[src/rtl/bist_signature_analyzer_if.sv]
// Bus between a BIST controller and the signature analyzer: session control,
// the serial response stream, the golden value and the observed results.
// Optional abort strobe present when BIST_SA_ABORT_EN is defined.
interface bist_signature_analyzer_if #(
    parameter int unsigned SIG_W    = 8,
    parameter int unsigned NUM_BITS = 64,
    parameter int unsigned CW       = $clog2(NUM_BITS + 1)
);
    logic             start;
`ifdef BIST_SA_ABORT_EN
    logic             abort;
`endif
    logic             bit_valid;
    logic             bit_in;
    logic [SIG_W-1:0] golden;
    logic             busy;
    logic             done;
    logic             pass;
    logic [SIG_W-1:0] signature;
    logic [CW-1:0]    bit_count;

    modport master (
        output start,
`ifdef BIST_SA_ABORT_EN
        output abort,
`endif
        output bit_valid, bit_in, golden,
        input  busy, done, pass, signature, bit_count
    );

    modport slave (
        input  start,
`ifdef BIST_SA_ABORT_EN
        input  abort,
`endif
        input  bit_valid, bit_in, golden,
        output busy, done, pass, signature, bit_count
    );
endinterface

[src/rtl/bist_signature_analyzer.sv]
// Output-response analyzer for the LFSR -> scan chain BIST path. Compacts the
// serial scan_out stream into a Galois SISR and, after NUM_BITS accepted bits,
// compares the signature against golden and reports pass/fail.
// Optional feature: define BIST_SA_ABORT_EN to add an abort strobe that returns
// RUN/CHECK to IDLE while freezing signature and bit_count.
module bist_signature_analyzer #(
    parameter int unsigned     SIG_W    = 8,
    parameter logic [SIG_W-1:0] POLY    = 8'h1D,
    parameter logic [SIG_W-1:0] SEED    = 8'h00,
    parameter int unsigned     NUM_BITS = 64
) (
    input  logic                        clk,
    input  logic                        rst_n,
    bist_signature_analyzer_if.slave    bus
);
    localparam int unsigned CW = $clog2(NUM_BITS + 1);

    typedef enum logic [1:0] {IDLE, RUN, CHECK, DONE} state_t;

    state_t           state, state_next;
    logic [SIG_W-1:0] sig, sig_next, sig_shift;
    logic [CW-1:0]    cnt, cnt_next, cnt_inc;
    logic             busy, busy_next;
    logic             done, done_next;
    logic             pass, pass_next;
    logic             abort_hit;

`ifdef BIST_SA_ABORT_EN
    assign abort_hit = bus.abort && (state == RUN || state == CHECK);
`else
    assign abort_hit = 1'b0;
`endif

    // SISR step and saturating bit counter for the incoming bit
    always_comb begin
        sig_shift = {sig[SIG_W-2:0], 1'b0}
                  ^ (sig[SIG_W-1] ? POLY : '0)
                  ^ {{(SIG_W-1){1'b0}}, bus.bit_in};
        cnt_inc   = (cnt == CW'(NUM_BITS)) ? cnt : cnt + CW'(1);
    end

    // Next-state and next-output decode; abort beats start, start beats bit_valid
    always_comb begin
        state_next = state;
        sig_next   = sig;
        cnt_next   = cnt;
        busy_next  = busy;
        done_next  = done;
        pass_next  = pass;
        if (abort_hit) begin
            state_next = IDLE;
            busy_next  = 1'b0;
            done_next  = 1'b0;
            pass_next  = 1'b0;
        end else if (bus.start) begin
            state_next = RUN;
            sig_next   = SEED;
            cnt_next   = '0;
            busy_next  = 1'b1;
            done_next  = 1'b0;
            pass_next  = 1'b0;
        end else begin
            case (state)
                RUN: begin
                    if (bus.bit_valid) begin
                        sig_next = sig_shift;
                        cnt_next = cnt_inc;
                        if (cnt == CW'(NUM_BITS - 1)) begin
                            state_next = CHECK;
                        end
                    end
                end
                CHECK: begin
                    pass_next  = (sig == bus.golden);
                    done_next  = 1'b1;
                    busy_next  = 1'b0;
                    state_next = DONE;
                end
                default: ;
            endcase
        end
    end

    // State and registered outputs, synchronous active-low reset
    always_ff @(posedge clk) begin
        if (!rst_n) begin
            state <= IDLE;
            sig   <= SEED;
            cnt   <= '0;
            busy  <= 1'b0;
            done  <= 1'b0;
            pass  <= 1'b0;
        end else begin
            state <= state_next;
            sig   <= sig_next;
            cnt   <= cnt_next;
            busy  <= busy_next;
            done  <= done_next;
            pass  <= pass_next;
        end
    end

    assign bus.signature = sig;
    assign bus.bit_count = cnt;
    assign bus.busy      = busy;
    assign bus.done      = done;
    assign bus.pass      = pass;
endmodule

[src/flat_wrapper.sv]
// flat-port wrapper written by rule: the top's interface ports become plain ports
module bist_signature_analyzer_flat 
#(
    parameter int unsigned     SIG_W    = 8,
    parameter logic [SIG_W-1:0] POLY    = 8'h1D,
    parameter logic [SIG_W-1:0] SEED    = 8'h00,
    parameter int unsigned     NUM_BITS = 64
)
  (clk, rst_n, bus_start, bus_bit_valid, bus_bit_in, bus_golden, bus_busy, bus_done, bus_pass, bus_signature, bus_bit_count);
  bist_signature_analyzer_if #(.SIG_W(SIG_W), .NUM_BITS(NUM_BITS)) bus_i ();
  input  logic clk;
  input  logic rst_n;
  input wire logic [$bits(bus_i.start)-1:0] bus_start;
  input wire logic [$bits(bus_i.bit_valid)-1:0] bus_bit_valid;
  input wire logic [$bits(bus_i.bit_in)-1:0] bus_bit_in;
  input wire logic [$bits(bus_i.golden)-1:0] bus_golden;
  output wire logic [$bits(bus_i.busy)-1:0] bus_busy;
  output wire logic [$bits(bus_i.done)-1:0] bus_done;
  output wire logic [$bits(bus_i.pass)-1:0] bus_pass;
  output wire logic [$bits(bus_i.signature)-1:0] bus_signature;
  output wire logic [$bits(bus_i.bit_count)-1:0] bus_bit_count;
  assign bus_i.start = bus_start;
  assign bus_i.bit_valid = bus_bit_valid;
  assign bus_i.bit_in = bus_bit_in;
  assign bus_i.golden = bus_golden;
  assign bus_busy = bus_i.busy;
  assign bus_done = bus_i.done;
  assign bus_pass = bus_i.pass;
  assign bus_signature = bus_i.signature;
  assign bus_bit_count = bus_i.bit_count;
  bist_signature_analyzer #(.SIG_W(SIG_W), .POLY(POLY), .SEED(SEED), .NUM_BITS(NUM_BITS)) u_core (.clk(clk), .rst_n(rst_n), .bus(bus_i));
endmodule
[config.mk]
export PLATFORM = sky130hd
export DESIGN_NAME = bist_signature_analyzer_flat
export DESIGN_NICKNAME = d
export VERILOG_FILES = /design/src/rtl/bist_signature_analyzer_if.sv /design/src/rtl/bist_signature_analyzer.sv /design/src/flat_wrapper.sv
export SDC_FILE = /design/constraint.sdc
export NUM_CORES = 1
export LEC_CHECK = 0
export BUFFER_PORTS_ARGS = -buffer_cell sky130_fd_sc_hd__buf_2
export CAP_MARGIN = 20
export CORE_MARGIN = 2
export CORE_UTILIZATION = 45
export DETAILED_ROUTE_END_ITERATION = 16
export PLACE_DENSITY = 0.69
export SLEW_MARGIN = 20
export SYNTH_ARGS = -nofsm -noshare
export SYNTH_HDL_FRONTEND = slang
export SYNTH_SLANG_ARGS = --single-unit
[constraint.sdc]
create_clock -name clk -period 2 [get_ports clk]
set_input_delay 0.2 -clock clk [delete_from_list [all_inputs] [get_ports clk]]
set_output_delay 0.2 -clock clk [all_outputs]
set_load 0.005 [all_outputs]
# --- After elaboration in Yosys (flattened, before gate mapping) ---
# Cells that the tools add are included.
word_totals:
  inputBits: 13
  word_cells: 36
  reg_bits: 20
classes:
  bitwise_logic: 4
  addsub: 1
  n_eq_ne: 9
  mux: 7
  n_reduce_logical: 8
op_table:
  columns: ["operator", "count"]
  rows:
  - ["AND reduction 3 bit", 3]
  - ["== test 8 bit", 1]
  - ["XOR 8 x 1 -> 8 bit", 1]
  - ["XOR 8 bit", 1]
  - ["adder 7 x 1 -> 7 bit, second input constant", 1]
  - ["== test 7 x 6 -> 1 bit, second input constant", 1]
  - ["== test 7 bit, second input constant", 1]
  - ["2-to-1 mux 5 bit", 1]
  - ["2-to-1 mux 2 bit", 2]
  - ["one-hot mux 2 bit (2 select lines)", 1]
  - ["nonzero test 2 bit", 2]
  - ["2-to-1 mux 1 bit", 3]
  - ["!= test 3 x 2 -> 1 bit, second input constant", 1]
  - ["!= test 3 bit, second input constant", 1]
  - ["nonzero test 3 bit", 1]
  - ["== test 2 x 1 -> 1 bit, second input constant", 1]
  - ["== test 2 bit, second input constant", 1]
  - ["!= test 2 x 1 -> 1 bit, second input constant", 1]
  - ["!= test 2 bit, second input constant", 1]
  - ["inverter 1 bit", 2]
  - ["AND reduction 2 bit", 1]
  - ["OR reduction 2 bit", 1]

# --- Logic depth before layout (Yosys ltp) ---
# Gate-level depths: netlist (run 1).
logic_depth:
  word_depth: 5
  ltp_mapped: 5

# --- Worst setup path before layout (run 1) ---
# No wires, ideal clock.
synth_timing:
  path_type: "reg2reg"
  start: "register u_core.cnt[0], in the netlist u_core.bus.bit_count[0]"
  end: "register u_core.state[0]"
  arrival_ns: 1.212
  required_time_ns: 1.880
  stages_incl_launch_ff: 6
  slack_ns: 0.668
  n_path_buf: 0
  period_less_slack_ns: 1.332
  path_cell_list: "dfxtp_1 > ha_1 > nand2_1 > nor4_1 > nor2b_1 > o31a_1"
synth_between:
  elab_chain_cells: 3
synth_rtl:
  columns: ["item", "line", "rtl"]
  rows:
  - ["from (decl)", "bist_signature_analyzer.sv:22", "logic [CW-1:0] cnt, cnt_next, cnt_inc;"]
  - ["from (signal assigned)", "bist_signature_analyzer.sv:96", "cnt <= cnt_next;"]
  - ["== test 7 x 6 -> 1 bit", "bist_signature_analyzer.sv:68", "if (cnt == CW'(NUM_BITS - 1)) begin"]
  - ["!= test 3 x 2 -> 1 bit (no line)", null, null]
  - ["AND reduction 3 bit (no line)", null, null]
  - ["to (signal assigned)", "bist_signature_analyzer.sv:94", "state <= state_next;"]
  - ["to (decl)", "bist_signature_analyzer.sv:20", "state_t state, state_next;"]
# No other way between the ends.
# A chain may end at the register's enable or synchronous reset.

# --- Worst setup path after layout (run 1) ---
# Ends and elaborated chain as after synthesis.

==> results by group, run 1 <==
Status
  – Status: finished clean

Worst setup path
  – Critical path arrival: 1690 ps
  – Crit Path Max Fanout: 6
  – Crit end category: flop
  – Crit-path cells: ha_1 -> nand2_1 -> nor4_1 -> nor2b_1 -> o31a_1
  – Crit path buf inv count: 0
  – Worst Path Class, Setup: reg2reg
  – Internal reg-to-reg setup slack: 510 ps
  – Worst Setup Start Kind: flop
  – Slowest Stage Delay on Critical Path: ~440 ps
  – Worst reg-to-reg path cell count: 5
  – Critical path depth: 5
  – Crit path max-delay family: simple AND/OR/NAND/NOR gates
  – Worst path required time: 2200 ps
  – Slowest cell on the critical path: dfxtp_1

CTS
  – Reg clk slew, reported paths: 110 ps
  – Clk buf depth: 2
  – Setup bufs post-CTS: 0
  – Clock latency at the later pin of the worst-skew pair: 300 ps
  – Number of CTS-inserted buffers: 3
  – Resized cells post-CTS: 0
  – Cts hold-fix bufs: 0
  – CTS tree: done
  – Clk sinks: 20
  – CTS HTree Levels: 1
  – Root Driver: clkbuf_4

Die
  – Die area: 2550 um^2
  – Initial Utilization: 48.6%
  – Die height: 50.5 um
  – I/O pins: 31
  – Core ar.: 2000 um^2
  – Die extent in x: slightly above 50 um
  – Row count: 16

Global routing
  – First-pass GRT wire length: 3.31 mm
  – Initial antenna violation count: 0
  – Vias in the first global route: about 750
  – GRT Resource Usage Total: 17.0%
  – Remaining global-route overflow: 0
  – Largest net degree at the start of global routing: 19

Timing
  – Hold slack: roughly 140 ps
  – Clock Skew: 5.28 ps
  – Final hold violations: 0
  – Rel. slew slack: 55.0%
  – Unrepaired setup endpoints after global routing: no
  – Worst-Margin Slew: around 680 ps
  – Final worst-path cycle share: 74.5%
  – Max Fclk: 0.671 GHz
  – Post-route setup slack: roughly 500 ps
  – Tmin final: 1490 ps
  – Max-slew violation count: 0
  – Setup_tns: 0 ps
  – Endpoints failing setup: 0

Logic synthesis
  – Register area share after synthesis: 41.2%
  – Flops & latches, synth: 20
  – Synth area leader: dfxtp_1
  – Count of cell types in the netlist: 29
  – Syn Nets: 125
  – Synth Instances: 110
  – Synth Area per Inst: 8.84 um^2
  – Synthesized area: 972 um^2
  – Ys Warns: 0
  – Yosys top cell area share: just over 40%
  – Synth area leaders: dfxtp_1 41%, xnor2_1 12%, a21oi_1 4.6%

Place
  – Post-DP Area: 1100 um^2
  – HPWL after DPL: 1.45 mm
  – Pre-CTS setup slack: 530 ps
  – Final GP Congestion: 0.799
  – Number of I/O port buffers: 30

Layout
  – Fill cells: 205
  – Final nets: 151
  – Layout cell share with drive strength beyond 1: between 20% and 30%
  – Post-Layout Inst Area: 1130 um^2
  – Most common cell after layout, fill and taps aside: buf_2
  – Antenna Cells: 0
  – Area Overhead vs Synth: 16.6%
  – Most frequent cells in the layout: 30 x buf_2, 20 x dfxtp_1, 13 x xnor2_1, 11 x nor2_1, 10 x nand2_1

Drt
  – Drt first-iter violations: 14
  – Routed vias: 800
  – DRC viols: 0
  – Remaining antenna violation count: 0
  – Avg WL per Cell: 11.7 um
  – Routed WL: ~1.9 mm
  – Drt pass-1 iters: 4
  – Avg Vias per Cell: 4.94

Pwr
  – Leak: 0.447 nW
  – Power Density: just over 600 nW/um^2
  – Power, Total: 0.702 mW
  – Peak VDD IR: 0.533 mV

Min path
  – Hold depth: 2
  – Worst hold path type: in2reg

Run
  – Max_cap viols: 0
-- stage by stage --
step	std cells	util (%)
floorplan	110	-
global route	162	56.6
finish	162	56.6
CTS	162	56.6
global placement	158	54.8
detailed placement	158	54.8
-- metal layers --
| metal | vias to the layer above | global-route usage, % | routed length [um] |
|---|---|---|---|
| li1 | 416 | - | - |
| met1 | 359 | 19.8 | 770 |
| met2 | 23 | 30.0 | 990 |
| met3 | 2 | 5.36 | 124 |
| met4 | 0 | 4.05 | 12 |
| met5 | - | 0 | 0 |
-- sequential cells by signal, indices dropped and copies added, names as in the netlist --
signal and count:
u_core.bus.busy 1, u_core.bus.done 1, u_core.bus.signature 8, u_core.bus.pass 1, u_core.state 2, u_core.bus.bit_count 7
-- cells by family (layout without fill, tap and decap cells) --
| logic type | count (synthesis) | count (layout) | synth area share (%) |
|---|---|---|---|
| AOI/OAI and AO/OA | 16 | 16 | 10.4 |
| buffers and inverters | 15 | 40 | 8.37 |
| and+or+nand+nor | 39 | 39 | 20.3 |
| DFF | 20 | 20 | 41.2 |
| xor gates and xnor gates | 17 | 17 | 16.1 |
| muxes | 1 | 1 | 1.03 |
| adders and majority gates | 2 | 2 | 2.57 |
-- final timing paths --
check / from / endpoint
worst min register to register: u_core.bus.done / u_core.bus.done
worst min-delay path: rst_n / u_core.state[0]
worst max-delay path: u_core.bus.bit_count[0] / u_core.state[0]
worst max register to register: u_core.bus.bit_count[0] / u_core.state[0]
-- final cells by class --
class	instances	area, um^2	area share (%)
clock buffer	4	36.3	3.20
tap	27	33.8	2.98
multi-input combinational	75	490	43.3
sequential	20	400	35.3
timing repair buffer	30	150	13.2
inverter	6	22.5	1.99
-- where the power goes --
part           leakage [nW]  internal [mW]  total (mW)  switching, mW
Clock                0.0210          0.111       0.232          0.121
Combinational         0.264         0.0293      0.0597         0.0303
Sequential            0.162          0.404       0.410        0.00606
Total                 0.447          0.545       0.702          0.158
-- synthesized netlist by cell type, drive strengths merged --
master / n
a211oi: 4
a21oi: 9
a31oi: 1
and3b: 1
and4: 1
buf: 7
clkbuf: 2
dfxtp: 20
ha: 2
inv: 6
mux2i: 1
nand2: 10
nand2b: 2
nand3: 3
nand3b: 2
nand4: 3
nor2: 11
nor2b: 2
nor3: 1
nor4: 1
nor4b: 1
o21ai: 1
o31a: 1
or4: 1
xnor2: 14
xor2: 3
-- worst reg2reg max path, stage by stage, from the launching register on --
cell and delay, ps:
dfxtp_1 440, ha_1 250, nand2_1 80, nor4_1 280
nor2b_1 90, o31a_1 240
Note: power is estimated with default switching activity, not from simulation.
==> inputs of run 2 (changes only) <==
Clock period 2 ns to 1.5 ns, I/O delays scaled along.
==> results by group, run 2 (same netlist as run 1, synthesis figures left out) <==
Timing
  – Endpoints failing setup: 0 (unchanged)
  – Setup_tns: 0 ps (unchanged)
  – Final worst-path cycle share: 92.7% (+18 points)
  – Worst-Margin Slew: 672 ps (-3.74 ps)
  – Tmin final: 1390 ps (-99.8 ps)
  – Max Fclk: 0.719 GHz (+7.2%)
  – Post-route setup slack: 110 ps (-400 ps)
  – Final hold violations: 0 (unchanged)
  – Rel. slew slack: 55.2% (+0.25 points)
  – Max-slew violation count: 0 (unchanged)
  – Clock Skew: 1.48 ps (-3.81 ps)
  – Hold slack: 81.3 ps (-57.0 ps)
  – Unrepaired setup endpoints after global routing: no

Global routing
  – Met2 Usage GRT: 27.0% (-3.1 points)
  – Vias in the first global route: 736 (-1.2%)
  – Remaining global-route overflow: 0 (unchanged)
  – First-pass GRT wire length: 3.22 mm (-2.5%)
  – Met3 capacity usage during global routing: 2.68% (-2.7 points)
  – Global route hottest layer: met2
  – Largest net degree at the start of global routing: 19 (unchanged)
  – GRT met1 Usage: 22.1% (+2.3 points)
  – GRT Resource Usage Total: 16.5% (-0.49 points)
  – Initial antenna violation count: 0 (unchanged)

CTS
  – Root Driver: clkbuf_4
  – Number of CTS-inserted buffers: 3 (unchanged)
  – CTS tree: done
  – Reg clk slew, reported paths: 110 ps (about the same)
  – Clock latency at the later pin of the worst-skew pair: 300 ps (about the same)
  – Clk buf depth: 2 (unchanged)
  – Clk sinks: 20 (unchanged)
  – Setup bufs post-CTS: 0 (unchanged)
  – CTS HTree Levels: 1 (unchanged)

Worst setup path
  – Worst path required time: 1730 ps (-470 ps)
  – Crit path max-delay family: simple AND/OR/NAND/NOR gates
  – Crit Path Max Fanout: 4 (-2)
  – Crit-path cells: xnor2_1 -> nand3_1 -> or4_1 -> a21oi_1
  – Worst Setup Start Kind: flop
  – Worst Path Class, Setup: reg2reg
  – Slowest cell on the critical path: or4_1
  – Slowest Stage Delay on Critical Path: 510 ps (+70 ps)
  – Crit path buf inv count: 0 (unchanged)
  – Critical path arrival: 1620 ps (-70 ps)
  – Crit end category: flop

Die
  – Die extent in x: 50.5 um (unchanged)
  – Die area: 2550 um^2 (unchanged)
  – Core ar.: 2000 um^2 (unchanged)
  – Row count: 16 (unchanged)
  – Die height: 50.5 um (unchanged)
  – I/O pins: 31 (unchanged)
  – Initial Utilization: 48.6% (unchanged)

Layout
  – Finished Core Util: 59.2% (+2.6 points)
  – Layout cell share with drive strength beyond 1: 30.5% (+3.8 points)
  – Area Overhead vs Synth: 21.9%
  – Most frequent cells in the layout: 30 x buf_2, 20 x dfxtp_1, 13 x xnor2_1, 11 x nor2_1, 10 x nand2_1
  – Largest register FFs: 8 (unchanged)
  – Final nets: 157 (+4.0%)
  – Antenna Cells: 0 (unchanged)
  – Most common cell after layout, fill and taps aside: buf_2

Place
  – HPWL after DPL: 1.46 mm (+1.4%)
  – Final GP Congestion: 0.833 (+4.3%)
  – Number of I/O port buffers: 30 (unchanged)
  – Pre-CTS setup slack: 106 ps (-424 ps)

Drt
  – Routed WL: 1.91 mm (+0.37%)
  – Remaining antenna violation count: 0 (unchanged)
  – Drt pass-1 iters: 4 (unchanged)
  – DRC viols: 0 (unchanged)
  – Routed vias: 803 (+0.38%)
  – Drt first-iter violations: 7 (-7)
  – Avg Vias per Cell: 4.78 (-3.2%)
  – Avg WL per Cell: 11.3 um (-3.2%)

Pwr
  – Peak VDD IR: 0.419 mV (-21%)
  – Power, Total: 0.947 mW (+35%)
  – Power Density: 799 nW/um^2 (+29%)
  – Leak: 0.479 nW (+7.0%)

Min path
  – Worst hold path type: in2reg

Run
  – Max_cap viols: 0 (unchanged)

Status
  – Status: finished clean
==> run 2: cell count changes in the layout (fill, tap and decap cells not counted) <==
| cell | delta |
|---|---|
| nor4_1 | -1 |
| nor4_2 | +1 |
| buf_4 | +6 |
==> run 2: per-stage QoR <==
step | area, um^2 | instances
finish | 1180 | 168
global route | 1180 | 168
CTS | 1180 | 168
detailed placement | 1140 | 164
global placement | 1140 | 164
floorplan | 972 | 110
==> run 2: final cells by class <==
type                            instances  area [um^2]
Clock buffer                            4         36.3
Fill cell                             217          817
Inverter                                6         22.5
Multi-Input combinational cell         75          497
Sequential cell                        20          400
Tap cell                               27         33.8
Timing Repair Buffer                   36          195
==> run 2: per-layer routing <==
metal	routed length, um	part of all wire (%)
met1	934	49
met2	860	45
met3	81	4.3
met4	29	1.5
met5	0	0
==> run 2: power breakdown <==
part           switching, mW  internal (mW)  leakage (nW)  total (mW)
registers            0.00752          0.539         0.162       0.546
clock network          0.167          0.148        0.0210       0.315
logic                 0.0415         0.0435         0.296      0.0850
==> run 2: final timing paths <==
| check | cells past startpoint | from | slack (ps) | to |
|---|---|---|---|---|
| worst max-delay path | 4 | u_core.bus.signature[4] | 110 | u_core.bus.pass |
| worst min-delay path | 2 | bus_start | 80 | u_core.state[0] |
| worst max register to register | 4 | u_core.bus.signature[4] | 110 | u_core.bus.pass |
| worst min register to register | 2 | u_core.bus.done | 450 | u_core.bus.done |
==> run 2: repair_timing <==
item / in CTS / in global routing
resized for setup: 0 / 1
endpoints found under the setup margin: 0 / 1
hold buffers: 0 / 0
==> inputs of run 3 (changes only) <==
Settings changed: CORE_UTILIZATION 45 to 49, PLACE_DENSITY 0.69 to 0.87.
==> results by group, run 3 (same netlist as run 1, synthesis figures left out) <==
Worst setup path
  – Worst path required time: 1730 ps (about the same)
  – Worst Path Class, Setup: reg2reg
  – Worst reg-to-reg path cell count: 4 (unchanged)
  – Critical path arrival: 1620 ps (about the same)
  – Worst reg2reg path startpoint: u_core.bus.signature[5]
  – Internal reg-to-reg setup slack: 110 ps (about the same)
  – Reg2reg end: u_core.bus.pass
  – Crit end category: flop
  – Crit Path Max Fanout: 4 (unchanged)
  – Worst Setup Start Kind: flop

Min path
  – Hold Path End: u_core.bus.busy
  – Worst hold path type: in2reg
  – Hold Path Origin: rst_n
  – Hold depth: 2 (unchanged)

Place
  – HPWL after DPL: 1.50 mm (+2.6%)
  – Post-DP Area: 1140 um^2 (unchanged)
  – Placed cells: 164 (unchanged)
  – Final GP Congestion: 0.781 (-6.3%)
  – Number of I/O port buffers: 30 (unchanged)

Timing
  – Worst-Margin Slew: 676 ps (+3.83 ps)
  – Final worst-path cycle share: 92.7% (about the same)
  – Hold slack: 87.1 ps (+5.79 ps)
  – Clock Skew: 10.2 ps (+8.76 ps)
  – Max Fclk: 0.719 GHz (about the same)
  – Final hold violations: 0 (unchanged)
  – Tmin final: 1390 ps (+0.385 ps)
  – Rel. slew slack: 54.9% (-0.26 points)
  – Unrepaired setup endpoints after global routing: no
  – Setup_tns: 0 ps (unchanged)
  – Max-slew violation count: 0 (unchanged)
  – Endpoints failing setup: 0 (unchanged)

Pwr
  – Sw power: 0.210 mW (-2.6%)
  – Power Density: 794 nW/um^2 (-0.61%)
  – Peak VDD IR: 0.683 mV (+63%)
  – Comb power frac: 9.3% (+0.3 points)
  – Power, Total: 0.941 mW (-0.61%)
  – Leak: 0.479 nW (about the same)
  – Flop pwr share: 58.1% (+0.4 points)
  – Switch share: 22.4% (-0.46 points)
  – Pint: 0.730 mW (about the same)
  – Clock share of power: 32.6% (-0.7 points)

Drt
  – Avg WL per Cell: 11.7 um (+3.6%)
  – Routed vias: 840 (+4.6%)
  – Avg Vias per Cell: 5.00 (+4.6%)
  – Remaining antenna violation count: 0 (unchanged)
  – DRC viols: 0 (unchanged)
  – Routed WL: 1.97 mm (+3.6%)
  – Drt first-iter violations: 4 (-3)
  – Drt pass-1 iters: 4 (unchanged)

CTS
  – Clk sinks: 20 (unchanged)
  – Number of CTS-inserted buffers: 3 (unchanged)
  – CTS tree: done
  – Clock latency at the later pin of the worst-skew pair: 300 ps (about the same)
  – Cts hold-fix bufs: 0 (unchanged)
  – Reg clk slew, reported paths: 120 ps (about the same)
  – Root Driver: clkbuf_4
  – CTS HTree Levels: 1 (unchanged)
  – Clk buf depth: 2 (unchanged)
  – Resized cells post-CTS: 0 (unchanged)
  – Setup bufs post-CTS: 0 (unchanged)

Layout
  – Fin cells: 168 (unchanged)
  – Final nets: 157 (unchanged)
  – Area Overhead vs Synth: 21.9% (unchanged)
  – Post-Layout Inst Area: 1180 um^2 (unchanged)
  – Largest register FFs: 8 (unchanged)
  – Fill cells: 178 (-18%)
  – Most common cell after layout, fill and taps aside: buf_2
  – Layout cell share with drive strength beyond 1: 30.5% (unchanged)
  – Antenna Cells: 0 (unchanged)
  – Most frequent cells in the layout: 30 x buf_2, 20 x dfxtp_1, 13 x xnor2_1, 11 x nor2_1, 10 x nand2_1

Global routing
  – GRT Resource Usage Total: 17.9% (+1.4 points)
  – Vias in the first global route: 800 (+8.7%)
  – Remaining global-route overflow: 0 (unchanged)
  – Initial antenna violation count: 0 (unchanged)
  – Largest net degree at the start of global routing: 19 (unchanged)
  – First-pass GRT wire length: 3.35 mm (+4.1%)

Die
  – Die extent in x: 48.5 um (-3.8%)
  – Die height: 48.5 um (-3.8%)
  – Row count: 16 (unchanged)
  – Die area: 2360 um^2 (-7.5%)
  – Core ar.: 1920 um^2 (-4.0%)
  – Initial Utilization: 50.6% (+2.0 points)
  – I/O pins: 31 (unchanged)

Run
  – Max_cap viols: 0 (unchanged)

Status
  – Status: finished clean
run 3: cell counts in the layout (fill, tap and decap cells not counted):
Identical to the previous run, type by type.
run 3: worst max-delay path by stage:
stage,from,to,cells past startpoint
after global routing,u_core.bus.signature[3],u_core.bus.pass,4
after global placement,u_core.bus.bit_count[1],u_core.state[0],5
final,u_core.bus.signature[5],u_core.bus.pass,4
after floorplan,u_core.bus.bit_count[0],u_core.state[0],5
after detailed placement,u_core.bus.bit_count[1],u_core.state[0],5
after CTS,u_core.bus.bit_count[1],u_core.state[0],5
run 3: power by group through the flow:
stage / Clock, mW / Sequential, mW / Combinational, mW
finish: 0.307 / 0.546 / 0.0876
global route: 0.343 / 0.548 / 0.0979
CTS: 0.316 / 0.546 / 0.0880
detailed placement: 0 / 0.558 / 0.0873
global placement: 0 / 0.557 / 0.0834
floorplan: 0 / 0.558 / 0.0514
run 3: final cells by class:
| class | instances | area [um^2] | area share, % |
|---|---|---|---|
| timing repair buffer | 36 | 195 | 16.5 |
| inverter | 6 | 22.5 | 1.90 |
| tap | 27 | 33.8 | 2.85 |
| multi-input combinational | 75 | 497 | 41.9 |
| sequential | 20 | 400 | 33.8 |
| clock buffer | 4 | 36.3 | 3.06 |
run 3: critical path, stage by stage (launching register included):
cell and delay [ps]:
dfxtp_1 430, xnor2_2 140, nand4_1 120, or4_1 480
a21oi_1 140
run 3: routing by layer:
metal,track usage (%),vias to the layer above,share of wire [%]
met3,3.40,2,4.1
met4,7.14,0,0.81
met2,30.6,22,48
li1,-,426,-
met1,22.2,390,47
met5,0,-,0
run 3: metrics by stage:
stage / setup slack, ps / utilization (%)
5_1_grt: 24.0 / 61.7
2_1_floorplan: 168 / -
4_1_cts: 33.5 / 61.3
3_5_place_dp: 51.7 / 59.4
3_3_place_gp: 153 / 59.4
6_report: 109 / 61.7
